==> src/rtl/mdr_mem_ctrl.sv <==
// Memory Data Register with single-word RAM read/write handshake controller.
// Optional wait-state timeout is enabled by defining MDR_TIMEOUT_EN.
module mdr_mem_ctrl #(
    parameter int DATA_WIDTH     = 32,
    parameter int ADDR_WIDTH     = 9,
    parameter int TIMEOUT_CYCLES = 16
) (
    input  logic                  clock,
    input  logic                  clear,
    input  logic [DATA_WIDTH-1:0] BusMuxOut,
    input  logic                  MDRin,
    input  logic [ADDR_WIDTH-1:0] addr_in,
    input  logic                  mem_read,
    input  logic                  mem_write,
    input  logic [DATA_WIDTH-1:0] mem_rdata,
    input  logic                  mem_ack,
    output logic                  mem_req,
    output logic                  mem_we,
    output logic [ADDR_WIDTH-1:0] mem_addr,
    output logic [DATA_WIDTH-1:0] mem_wdata,
    output logic [DATA_WIDTH-1:0] MDR_out,
    output logic                  busy,
    output logic                  done,
    output logic                  error
);

    typedef enum logic [1:0] {
        S_IDLE    = 2'd0,
        S_RD_WAIT = 2'd1,
        S_WR_WAIT = 2'd2,
        S_DONE    = 2'd3
    } state_t;

    state_t                  state_q, state_d;
    logic [DATA_WIDTH-1:0]   mdr_q, mdr_d;
    logic [DATA_WIDTH-1:0]   wdata_q, wdata_d;
    logic [ADDR_WIDTH-1:0]   addr_q, addr_d;
    logic                    req_q, req_d;
    logic                    we_q, we_d;
    logic                    busy_q, busy_d;
    logic                    done_q, done_d;
    logic                    error_q, error_d;
    logic                    in_wait;
    logic                    timeout_hit;

    assign in_wait = (state_q == S_RD_WAIT) || (state_q == S_WR_WAIT);

`ifdef MDR_TIMEOUT_EN
    localparam int CNT_W = $clog2(TIMEOUT_CYCLES + 1);
    logic [CNT_W-1:0] cnt_q, cnt_d;

    // Counter is zero whenever a WAIT state is entered, so it counts wait cycles.
    always_comb begin
        cnt_d       = in_wait ? cnt_q + 1'b1 : '0;
        timeout_hit = in_wait && (cnt_q == CNT_W'(TIMEOUT_CYCLES - 1));
    end

    always_ff @(posedge clock) begin
        if (clear) cnt_q <= '0;
        else       cnt_q <= cnt_d;
    end
`else
    assign timeout_hit = 1'b0;
`endif

    always_ff @(posedge clock) begin
        if (clear) state_q <= S_IDLE;
        else       state_q <= state_d;
    end

    always_comb begin
        state_d = state_q;
        case (state_q)
            S_IDLE: begin
                if (mem_read)       state_d = S_RD_WAIT;
                else if (mem_write) state_d = S_WR_WAIT;
            end
            S_RD_WAIT, S_WR_WAIT: begin
                if (mem_ack || timeout_hit) state_d = S_DONE;
            end
            S_DONE:  state_d = S_IDLE;
            default: state_d = S_IDLE;
        endcase
    end

    always_comb begin
        mdr_d   = mdr_q;
        wdata_d = wdata_q;
        addr_d  = addr_q;
        req_d   = req_q;
        we_d    = we_q;
        error_d = error_q;
        done_d  = 1'b0;
        busy_d  = (state_d != S_IDLE);
        case (state_q)
            S_IDLE: begin
                if (MDRin) mdr_d = BusMuxOut;
                // Read has priority; a write in the same cycle is dropped.
                if (mem_read) begin
                    addr_d  = addr_in;
                    req_d   = 1'b1;
                    we_d    = 1'b0;
                    error_d = 1'b0;
                end else if (mem_write) begin
                    addr_d  = addr_in;
                    wdata_d = mdr_q;
                    req_d   = 1'b1;
                    we_d    = 1'b1;
                    error_d = 1'b0;
                end
            end
            S_RD_WAIT: begin
                if (mem_ack) begin
                    mdr_d  = mem_rdata;
                    req_d  = 1'b0;
                    done_d = 1'b1;
                end else if (timeout_hit) begin
                    req_d   = 1'b0;
                    error_d = 1'b1;
                    done_d  = 1'b1;
                end
            end
            S_WR_WAIT: begin
                if (mem_ack) begin
                    req_d  = 1'b0;
                    we_d   = 1'b0;
                    done_d = 1'b1;
                end else if (timeout_hit) begin
                    req_d   = 1'b0;
                    we_d    = 1'b0;
                    error_d = 1'b1;
                    done_d  = 1'b1;
                end
            end
            default: ;
        endcase
    end

    always_ff @(posedge clock) begin
        if (clear) begin
            mdr_q   <= '0;
            wdata_q <= '0;
            addr_q  <= '0;
            req_q   <= 1'b0;
            we_q    <= 1'b0;
            busy_q  <= 1'b0;
            done_q  <= 1'b0;
            error_q <= 1'b0;
        end else begin
            mdr_q   <= mdr_d;
            wdata_q <= wdata_d;
            addr_q  <= addr_d;
            req_q   <= req_d;
            we_q    <= we_d;
            busy_q  <= busy_d;
            done_q  <= done_d;
            error_q <= error_d;
        end
    end

    assign mem_req   = req_q;
    assign mem_we    = we_q;
    assign mem_addr  = addr_q;
    assign mem_wdata = wdata_q;
    assign MDR_out   = mdr_q;
    assign busy      = busy_q;
    assign done      = done_q;
    assign error     = error_q;

endmodule

==> config.mk <==
export PLATFORM = sky130hd
export DESIGN_NAME = mdr_mem_ctrl
export DESIGN_NICKNAME = d
export VERILOG_FILES = /design/src/rtl/mdr_mem_ctrl.sv
export SDC_FILE = /design/constraint.sdc
export NUM_CORES = 1
export LEC_CHECK = 0
export CAP_MARGIN = 30
export CORE_MARGIN = 4
export CORE_UTILIZATION = 45
export DETAILED_ROUTE_END_ITERATION = 10
export HOLD_SLACK_MARGIN = 0.12
export PLACE_DENSITY = 0.86
export SYNTH_ARGS = -nofsm -noshare
export SYNTH_HDL_FRONTEND = slang
export SYNTH_SLANG_ARGS = --single-unit
export TNS_END_PERCENT = 10
==> constraint.sdc <==
create_clock -name clock -period 3.54 [get_ports clock]
set_clock_uncertainty 0.15 [all_clocks]
set_input_delay 0.708 -clock clock [delete_from_list [all_inputs] [get_ports clock]]
set_output_delay 0.708 -clock clock [all_outputs]
set_load 0.02 [all_outputs]
==> qor.yml <==
multi_input_area_sq_um: 1649
synth_xor_area_share_pct: 0
hold_depth: 2
drt-initial-drc-count: 106
reg2reg_to: "MDR_out[27]"
drv_slew: 0
seq_area_sq_um: 1582
status: "finished, final reports clean"
fin_crit_sh_pct: 68.46
drc: 0
grtUsageTotal_pct: 20.83
coreArea_sq_um: 7331
rr_worst_depth: 5
grt_antenna_before_repair: 0
port_buffers: 155
worst_slew_pin_slew_ns: 0.9727
synthAdderAreaFrac_pct: 1.818
cts_hold_buf: 0
routed_wl_mm: 9.572
hold_path_class: "register to register"
cp-start-kind: "primary input"
leakage_nw: 1.867
dieArea_sq_um: 9109
numCtsBuffers: 9
slowest_stage: "clkdlybuf4s50_1"
synth_top_family_by_area: "compound AO/OA/AOI/OAI gates"
synth_seq_area_share_pct: 45.96
grt_pass1_wl_mm: 15.02
die_w_um: 95.44
via_count: 3148
syn_area_per_cell_sq_um: 9.584
timing.rr.start: "state_q[0]"
crit_required_ns: 3.56
yosys.area_share.simple_pct: 10.65
finalWeightedCongestion: 0.7332
dp_hpwl_mm: 6.850
p_total_w: 0.003202
nets: 583
final_cell_mix: "clkdlybuf4s50_1 (154), dfxtp_1 (79), nand2_1 (67), a21oi_1 (67), mux2i_1 (42)"
hold_start: "mem_wdata[9]"
syn_area_sq_um: 3441
cp_max_fo: 33
first_pass_iters: 4
root_buffer: "clkbuf_8"
syn_nets: 443
crit_chain: "clkdlybuf4s50_1, mux2_4, and2_4, a211oi_1"
drtAntennaViolNets: 0
arrival_ns: 2.44
synth_mux_area_share_pct: 12.98
cts_resized: 0
grt-ovfl-total: 0
path_clk_slew_ns: 0.08
end_kind: "register"
cts_buffer_depth: 2
final_common_cell: "clkdlybuf4s50_1"
wl_per_cell_um: 15.87
cts_tree: "done"
diodes: 0
clkSinkCount: 79
layout-drive-gt1-share_pct: 11.31
ys_warn_count: 0
vdd_drop_max_uv: 335.6
max_cap_violations: 0
holdWs_ns: 0.3056
slowest_delay_ns: 0.58
start_util_pct: 46.94
synthCells: 359
min_delay_worst_endpoint: "mem_wdata[9]"
area_growth_pct: 51.49
setup_viol: 0
min_period_ns: 2.424
maxSlewHeadroom_pct: 35.15
grt_pass1_vias: 3182
num_io_pins: 157
fin_util_pct: 71.10
vias_per_cell: 5.221
regToRegSetupSlack_ns: 1.22
synth_compound_area_share_pct: 22.29
rsz0062_at_grt: "false"
dp_cells: 587
power_per_cell_area_nw_per_um2: 614.3
finalSetupTns_ns: 0
die_height_um: 95.44
grt_max_degree: 80
num_rows: 31
critical_path_class: "primary input to register"
fillCellCount: 540
post-cts-setup-buffer-count: 0
ys_ff_latch: 79
clkLatencyLatePin_ns: 0.33
h-tree-depth: 3
fmax_ghz: 0.4126
stdcell_count: 603
synth_cell_types: 30
hold_viol_final: 0
## final cells by class
| cell class | count | area share [%] |
|---|---|---|
| inverters | 3 | 0.2160 |
| multi-input cells | 244 | 31.64 |
| flip-flops and latches | 79 | 30.34 |
| clock buffers | 10 | 2.640 |
| clock inverters | 6 | 2.064 |
| repair buffers | 162 | 30.72 |
| well taps | 99 | 2.376 |
## worst max path at each step
stage / startpoint / end / slack, ns / depth (start not counted)
after floorplan: state_q[1] / MDR_out[10] / 1.70 / 8
after global placement: mem_ack / MDR_out[27] / 0.87 / 4
after detailed placement: mem_ack / MDR_out[28] / 0.78 / 4
after CTS: mem_ack / MDR_out[28] / 1.15 / 4
after global routing: mem_ack / MDR_out[27] / 1.05 / 4
final: mem_ack / MDR_out[27] / 1.12 / 4
## per-stage QoR
step                setup WS, ns  instance area, sq um
floorplan                  1.696                  3441
global placement          0.8663                  4967
detailed placement        0.7797                  4967
CTS                        1.146                  5213
global route               1.048                  5213
finish                     1.116                  5213
## worst max-delay path: cells and delay by family
kind	cells	cell delay, ns
and+or+nand+nor	1	0.57
muxes	1	0.43
buffers and inverters	1	0.58
AOI/OAI and AO/OA	1	0.15
## cells by family (layout without fill, tap and decap cells)
logic type | after synthesis | count (layout)
fa+ha+maj | 5 | 5
buf+inv | 36 | 181
compound gates | 105 | 105
simple gates | 89 | 89
other cells | 1 | 1
mux | 44 | 44
flops | 79 | 79
## cell usage after synthesis
library cell,number,area (sq um)
nand2b_1,3,18.77
nor2b_1,2,12.51
mux2_1,1,11.26
a211oi_1,2,15.01
inv_1,3,11.26
mux2i_1,42,420.4
o2bb2ai_1,1,8.760
clkbuf_1,19,71.32
and3b_1,1,8.760
o21ai_0,1,5.000
nand3b_1,1,7.510
buf_4,1,7.510
o22ai_1,1,6.260
buf_6,2,22.52
o21ai_1,1,5.000
mux2_4,1,15.01
a211oi_2,30,375.4
buf_12,3,60.06
o21a_1,1,7.510
o2111ai_1,1,8.760
buf_2,8,40.04
and2_4,1,8.760
ha_1,5,62.56
nand2_1,67,251.5
conb_1,1,3.750
or3_1,1,6.260
nor3b_1,1,7.510
dfxtp_1,79,1582
nor2_1,12,45.04
a21oi_1,67,335.3
## sequential cells by signal, indices dropped and copies added (netlist names)
name / count
state_q: 2
MDR_out: 32
mem_req: 1
mem_we: 1
mem_addr: 9
done: 1
busy: 1
mem_wdata: 32
## routing by layer
| layer | track usage, % | wire length [um] | vias to the layer above |
|---|---|---|---|
| met3 | 7.577 | 941 | 8 |
| met4 | 6.754 | 93 | 0 |
| li1 | - | - | 1523 |
| met5 | 0 | 0 | - |
| met1 | 23.63 | 3801 | 1495 |
| met2 | 36.27 | 4735 | 122 |
## power by group
| part | internal [W] | switching [W] |
|---|---|---|
| sequential | 0.00104 | 0.000112 |
| combinational | 0.000575 | 0.000663 |
| clock | 0.000486 | 0.000328 |
Power figures use the tool's default switching activity.
